--- config.mk ---
export PLATFORM = sky130hd
export DESIGN_NAME = pll_md_responder_flat
export DESIGN_NICKNAME = d
export VERILOG_FILES = /design/src/rtl/pll_md_responder_if.sv /design/src/rtl/pll_md_responder.sv /design/src/flat_wrapper.sv
export SDC_FILE = /design/constraint.sdc
export NUM_CORES = 1
export LEC_CHECK = 0
export BUFFER_PORTS_ARGS = -buffer_cell sky130_fd_sc_hd__buf_2
export CAP_MARGIN = 20
export CORE_UTILIZATION = 50
export CTS_CLUSTER_SIZE = 8
export DETAILED_ROUTE_END_ITERATION = 16
export PLACE_DENSITY_LB_ADDON = 0.05
export SETUP_SLACK_MARGIN = 0.4
export SYNTH_ARGS = -nofsm -noshare
export SYNTH_HDL_FRONTEND = slang
export SYNTH_SLANG_ARGS = --single-unit
--- constraint.sdc ---
create_clock -name mdclk -period 4.9 [get_ports mdclk]
set_input_delay 0.98 -clock mdclk [delete_from_list [all_inputs] [get_ports mdclk]]
set_output_delay 0.98 -clock mdclk [all_outputs]
set_load 0.05 [all_outputs]
--- src/rtl/pll_md_responder_if.sv ---
// MD (dynamic-reconfiguration) port bundle between the PLL initiator and the
// PLL-side responder, plus the responder's lock and active-configuration outputs.
interface pll_md_responder_if;
  logic [1:0] mdopc;
  logic       mdainc;
  logic [7:0] mdwdi;
  logic [7:0] mdrdo;
  logic       lock;
  logic [7:0] cfg_mult;
  logic [7:0] cfg_idiv;
  logic [7:0] cfg_odiv;
  logic       commit_pulse;

  modport master (
    output mdopc,
    output mdainc,
    output mdwdi,
    input  mdrdo,
    input  lock,
    input  cfg_mult,
    input  cfg_idiv,
    input  cfg_odiv,
    input  commit_pulse
  );

  modport slave (
    input  mdopc,
    input  mdainc,
    input  mdwdi,
    output mdrdo,
    output lock,
    output cfg_mult,
    output cfg_idiv,
    output cfg_odiv,
    output commit_pulse
  );
endinterface

--- src/rtl/pll_md_responder.sv ---
// PLL-side MD-port responder: shadow register file, commit of MULT/IDIV/ODIV0 to
// the active configuration, and a settle counter that models PLL lock.
module pll_md_responder #(
  parameter int DEPTH       = 16,
  parameter int MULT_RST    = 12,
  parameter int IDIV_RST    = 1,
  parameter int ODIV_RST    = 1,
  parameter int LOCK_CYCLES = 64
) (
  input  logic              mdclk,
  input  logic              reset,
  pll_md_responder_if.slave md
);

  localparam int AW = $clog2(DEPTH);
  localparam int CW = $clog2(LOCK_CYCLES) + 1;
  localparam logic [AW-1:0] CTRL_ADDR = AW'(DEPTH - 1);
  localparam logic [CW-1:0] CNT_LAST  = CW'(LOCK_CYCLES - 1);

  typedef enum logic [1:0] {
    OP_NOP   = 2'b00,
    OP_WRITE = 2'b01,
    OP_READ  = 2'b10,
    OP_ADDR  = 2'b11
  } op_e;

  typedef enum logic {
    ST_SETTLE = 1'b0,
    ST_LOCKED = 1'b1
  } state_e;

  function automatic logic [7:0] reg_rst(input int idx);
    logic [7:0] val;
    case (idx)
      0:       val = 8'(MULT_RST);
      1:       val = 8'(IDIV_RST);
      2:       val = 8'(ODIV_RST);
      default: val = 8'h00;
    endcase
    return val;
  endfunction

  op_e             op_s;
  logic            is_ctrl_s;
  logic            commit_s;

  logic [AW-1:0]   addr_q, addr_d;
  logic [7:0]      regs_q [DEPTH];
  logic [7:0]      regs_d [DEPTH];
  logic [7:0]      mdrdo_q, mdrdo_d;
  logic [7:0]      cfg_mult_q, cfg_mult_d;
  logic [7:0]      cfg_idiv_q, cfg_idiv_d;
  logic [7:0]      cfg_odiv_q, cfg_odiv_d;
  logic            commit_pulse_q, commit_pulse_d;
  state_e          state_q, state_d;
  logic [CW-1:0]   cnt_q, cnt_d;
  logic            lock_q, lock_d;

  // MD port decode: address pointer, register file writes, read data, commit detect
  always_comb begin
    op_s      = op_e'(md.mdopc);
    is_ctrl_s = (addr_q == CTRL_ADDR);
    addr_d    = addr_q;
    regs_d    = regs_q;
    mdrdo_d   = mdrdo_q;
    commit_s  = 1'b0;
    case (op_s)
      OP_NOP: begin
        addr_d = addr_q;
      end
      OP_ADDR: begin
        addr_d = md.mdwdi[AW-1:0];
      end
      OP_WRITE: begin
        // CTRL is write-only and never stored; only bit 0 means anything
        if (is_ctrl_s) begin
          commit_s = md.mdwdi[0];
        end else begin
          regs_d[addr_q] = md.mdwdi;
        end
        if (md.mdainc) begin
          addr_d = addr_q + AW'(1);
        end else begin
          addr_d = addr_q;
        end
      end
      OP_READ: begin
        if (is_ctrl_s) begin
          mdrdo_d = 8'h00;
        end else begin
          mdrdo_d = regs_q[addr_q];
        end
        if (md.mdainc) begin
          addr_d = addr_q + AW'(1);
        end else begin
          addr_d = addr_q;
        end
      end
      default: begin
        addr_d = addr_q;
      end
    endcase
  end

  // Active configuration follows the shadow registers as they stood before the commit edge
  always_comb begin
    cfg_mult_d     = cfg_mult_q;
    cfg_idiv_d     = cfg_idiv_q;
    cfg_odiv_d     = cfg_odiv_q;
    commit_pulse_d = commit_s;
    if (commit_s) begin
      cfg_mult_d = regs_q[0];
      cfg_idiv_d = regs_q[1];
      cfg_odiv_d = regs_q[2];
    end else begin
      cfg_mult_d = cfg_mult_q;
      cfg_idiv_d = cfg_idiv_q;
      cfg_odiv_d = cfg_odiv_q;
    end
  end

  // Lock model next state: a commit always restarts settling, even mid-settle
  always_comb begin
    state_d = state_q;
    cnt_d   = cnt_q;
    lock_d  = lock_q;
    if (commit_s) begin
      state_d = ST_SETTLE;
      cnt_d   = '0;
      lock_d  = 1'b0;
    end else begin
      case (state_q)
        ST_SETTLE: begin
          if (cnt_q == CNT_LAST) begin
            state_d = ST_LOCKED;
            cnt_d   = cnt_q;
            lock_d  = 1'b1;
          end else begin
            state_d = ST_SETTLE;
            cnt_d   = cnt_q + CW'(1);
            lock_d  = 1'b0;
          end
        end
        ST_LOCKED: begin
          state_d = ST_LOCKED;
          cnt_d   = cnt_q;
          lock_d  = 1'b1;
        end
        default: begin
          state_d = ST_SETTLE;
          cnt_d   = '0;
          lock_d  = 1'b0;
        end
      endcase
    end
  end

  // Register file and MD read path
  always_ff @(posedge mdclk) begin
    if (reset) begin
      addr_q  <= '0;
      mdrdo_q <= 8'h00;
      for (int i = 0; i < DEPTH; i++) begin
        regs_q[i] <= reg_rst(i);
      end
    end else begin
      addr_q  <= addr_d;
      mdrdo_q <= mdrdo_d;
      regs_q  <= regs_d;
    end
  end

  // Active configuration and commit strobe
  always_ff @(posedge mdclk) begin
    if (reset) begin
      cfg_mult_q     <= 8'(MULT_RST);
      cfg_idiv_q     <= 8'(IDIV_RST);
      cfg_odiv_q     <= 8'(ODIV_RST);
      commit_pulse_q <= 1'b0;
    end else begin
      cfg_mult_q     <= cfg_mult_d;
      cfg_idiv_q     <= cfg_idiv_d;
      cfg_odiv_q     <= cfg_odiv_d;
      commit_pulse_q <= commit_pulse_d;
    end
  end

  // Lock FSM state register
  always_ff @(posedge mdclk) begin
    if (reset) begin
      state_q <= ST_SETTLE;
      cnt_q   <= '0;
      lock_q  <= 1'b0;
    end else begin
      state_q <= state_d;
      cnt_q   <= cnt_d;
      lock_q  <= lock_d;
    end
  end

  assign md.mdrdo        = mdrdo_q;
  assign md.lock         = lock_q;
  assign md.cfg_mult     = cfg_mult_q;
  assign md.cfg_idiv     = cfg_idiv_q;
  assign md.cfg_odiv     = cfg_odiv_q;
  assign md.commit_pulse = commit_pulse_q;

endmodule

--- src/flat_wrapper.sv ---
// flat-port wrapper written by rule: the top's interface ports become plain ports
module pll_md_responder_flat 
#(
  parameter int DEPTH       = 16,
  parameter int MULT_RST    = 12,
  parameter int IDIV_RST    = 1,
  parameter int ODIV_RST    = 1,
  parameter int LOCK_CYCLES = 64
)
  (mdclk, reset, md_mdopc, md_mdainc, md_mdwdi, md_mdrdo, md_lock, md_cfg_mult, md_cfg_idiv, md_cfg_odiv, md_commit_pulse);
  pll_md_responder_if md_i ();
  input  logic mdclk;
  input  logic reset;
  input wire logic [$bits(md_i.mdopc)-1:0] md_mdopc;
  input wire logic [$bits(md_i.mdainc)-1:0] md_mdainc;
  input wire logic [$bits(md_i.mdwdi)-1:0] md_mdwdi;
  output wire logic [$bits(md_i.mdrdo)-1:0] md_mdrdo;
  output wire logic [$bits(md_i.lock)-1:0] md_lock;
  output wire logic [$bits(md_i.cfg_mult)-1:0] md_cfg_mult;
  output wire logic [$bits(md_i.cfg_idiv)-1:0] md_cfg_idiv;
  output wire logic [$bits(md_i.cfg_odiv)-1:0] md_cfg_odiv;
  output wire logic [$bits(md_i.commit_pulse)-1:0] md_commit_pulse;
  assign md_i.mdopc = md_mdopc;
  assign md_i.mdainc = md_mdainc;
  assign md_i.mdwdi = md_mdwdi;
  assign md_mdrdo = md_i.mdrdo;
  assign md_lock = md_i.lock;
  assign md_cfg_mult = md_i.cfg_mult;
  assign md_cfg_idiv = md_i.cfg_idiv;
  assign md_cfg_odiv = md_i.cfg_odiv;
  assign md_commit_pulse = md_i.commit_pulse;
  pll_md_responder #(.DEPTH(DEPTH), .MULT_RST(MULT_RST), .IDIV_RST(IDIV_RST), .ODIV_RST(ODIV_RST), .LOCK_CYCLES(LOCK_CYCLES)) u_core (.mdclk(mdclk), .reset(reset), .md(md_i));
endmodule
==> flow_summary.toml <==
[floorplan]
die_h_um = 124
initial_utilization = 0.514
core-area_um2 = 14500
dieArea_um2 = 15400
io_pins = 47
dieWidth_um = 124
row_count = 44

[cts]
cts_made_buffers = 17
clkTransAtPathRegs_ns = 0.07
cts_tree = "done"
hold_buffers = 0
h-tree-depth = 4
clock_path_buffers = 2
cts_resized = 0
cts.sink_count = 173
clock-root-buffer = "clkbuf_16"
post_cts_buffers = 0
clk_latency_ns = 0.43

[place]
hpwl_um = 13400
gp_congestion = 0.831
dpl_cell_area_um2 = 7630
port_buffers = 46

[route]
avgRoutedWirePerCell_um = 18.4
drc_errors = 0
vias_per_cell = 5.75
vias = 6274
ant_nets = 0
drt_iter0_markers = 471
drt_first_pass_iters = 6
wirelength_um = 20100

[logic_synthesis]
synth_area_leader_cell = "dfxtp_1"
synth.area.top_cells = "dfxtp_1 (46%), nand2_1 (15%), a21oi_1 (9.4%), mux2i_1 (5.8%), mux4_2 (4.8%)"
async_flop_share = 0
synth_fp_nets = 910
synth_area_um2 = 7470
synth_edf_count = 0
yosysWarnings = 0
synth_top_area_frac = 0.463
yosys-top-cells-count = "nand2_1 (294), dfxtp_1 (173), a21oi_1 (141)"
ys_seq_elements = 173
syn_inst = 888
synth_most_common_cell = "nand2_1"
synth_cell_type_count = 41
syn_area_per_cell_um2 = 8.42
synth_seq_area_share = 0.463
ys.flop_type = "dfxtp_1"

[worst_hold_path]
holdPathEnd = "u_core.cnt_q[6]"
whs_path_depth = 2
hold_start = "u_core.cnt_q[6]"
worstHoldPathType = "register to register"

[critical_path]
r2r_cells = 5
cpPeakStageDelay_ns = 0.93
path_cells = "buf_2 > inv_1 > ha_1 > and4b_1 > nand2_1 > nand2_1 > a21oi_1"
crit_top_cell = "nand2_1"
cp.arrival_ns = 3.32
critPathTopFamily = "simple AND/OR/NAND/NOR gates"
crit_path_end_kind = "register"
crit_type = "primary input to register"
worstReg2RegStart = "u_core.addr_q[1]"
crit_required_ns = 5.18
cp_slowest_cell = "and4b_1"
path_buf_inv = 2
reg2reg_setup_slack_ns = 1.97
cp_max_fo = 27
start_kind = "primary input"
r2r-end = "u_core.regs_q[46]"

[layout]
regArea_um2 = 3460
antenna_cells = 0
fillers = 1320
fin_util = 0.567
layout.nets = 919
syn_to_final_growth_pct = 10.2
multiInputGateArea_um2 = 3650
layout-drive-gt1-share = 0.128
final_area_um2 = 8240

[sta]
finalCritPeriodShare = 0.622
drv_slew = 0
max_freq_mhz = 328
rsz0062_at_grt = "false"
finalSetupViolCount = 0
fin_tns_setup_ns = 0
maxSlewHeadroom = 0.359
whs_ns = 0.433
hold_viol_final = 0
period_needed_ns = 3.05
clock_skew_ns = 0.0194
worst_pin_slew_ns = 0.961

[pwr]
power.density_nw_per_um2 = 379
vdd.ir_drop.worst_mv = 0.240
power.leakage_uw = 0.00286
power_uw = 3120

[grt]
grt_pass1_vias = 5850
grt_pass1_wl_um = 32000
antenna_found_initial = 0
grt_max_degree = 84
grt_overflow_total = 0
track_usage = 0.266

[job]
maxCapViolCount = 0

[outcome]
status = "finished, final reports clean"
[report_power, final]
part           internal [µW]  switching, µW  total (µW)
logic                   84.1            177         261
clock network            836            552        1390
registers               1430           42.7        1470
[worst max path at each step]
stage                                  endpoint   startpoint  cells after the start
final                         u_core.regs_q[21]  md_mdopc[1]                      7
after global routing           u_core.regs_q[9]  md_mdopc[1]                      7
after CTS                     u_core.regs_q[21]  md_mdopc[1]                      7
after detailed placement      u_core.regs_q[21]  md_mdopc[1]                      7
after global placement        u_core.regs_q[28]  md_mdopc[1]                      7
after floorplan           u_core.md.cfg_idiv[0]  md_mdopc[1]                      9
[logic make-up after synthesis]
family,count (synthesis),share of synthesized area
compound gates,166,0.122
xor+xnor,3,0.00352
fa+ha+maj,9,0.0151
buf+inv,67,0.0479
flops,173,0.463
mux,59,0.106
simple gates,411,0.243
[sequential cells by signal (all words and copies together) (netlist names), 4 cells and up]
name,flops
u_core.regs_q,128
u_core.md.cfg_idiv,8
u_core.md.cfg_mult,8
u_core.md.cfg_odiv,8
u_core.md.mdrdo,8
u_core.cnt_q,7
u_core.addr_q,4
[routing by layer]
metal	wire length (µm)	global-route usage	vias up
met3	1070	0.0528	39
li1	-	-	3021
met4	667	0.128	0
met5	0	0	-
met1	8540	0.333	3000
met2	9860	0.440	214
[through the flow]
step                cells  setup WS, ns
global placement     1062          1.56
detailed placement   1062          1.45
floorplan             888          2.71
finish               1092          1.85
CTS                  1092          1.89
global route         1092          1.61
[worst min-delay path: stages, from the launching register on]
cell	delay [ns]
dfxtp_1	0.31
inv_1	0.05
a311oi_1	0.03
[cell usage in the layout, fill, tap and decap left out, types with 2 or more instances in the layout]
master,n
a21oi_1,141
nor3_2,4
and3b_1,2
clkinvlp_4,4
ha_1,9
mux2i_1,43
clkbuf_8,3
nor2_1,16
dfxtp_1,172
a211oi_1,2
bufinv_16,3
nor3_1,2
o211ai_1,8
nand3_2,5
and2b_1,2
o22ai_1,2
nand2b_1,3
nand3_1,42
clkinv_2,2
nor2_2,4
nand3b_1,9
nand4_1,8
clkbuf_16,17
a2111oi_2,2
nor2b_1,12
xnor2_1,3
a22oi_1,8
buf_4,4
buf_2,45
mux4_2,16
and3_1,4
inv_1,7
nand2_1,294
[area by class of cell]
type	instances	area share
Multi-Input combinational cell	648	0.443
Sequential cell	173	0.421
Clock buffer	20	0.0566
Timing Repair Buffer	49	0.0310
Tap cell	184	0.0279
Clock inverter	10	0.0169
Inverter	8	0.00364
Note: power is estimated with default switching activity, not from simulation.
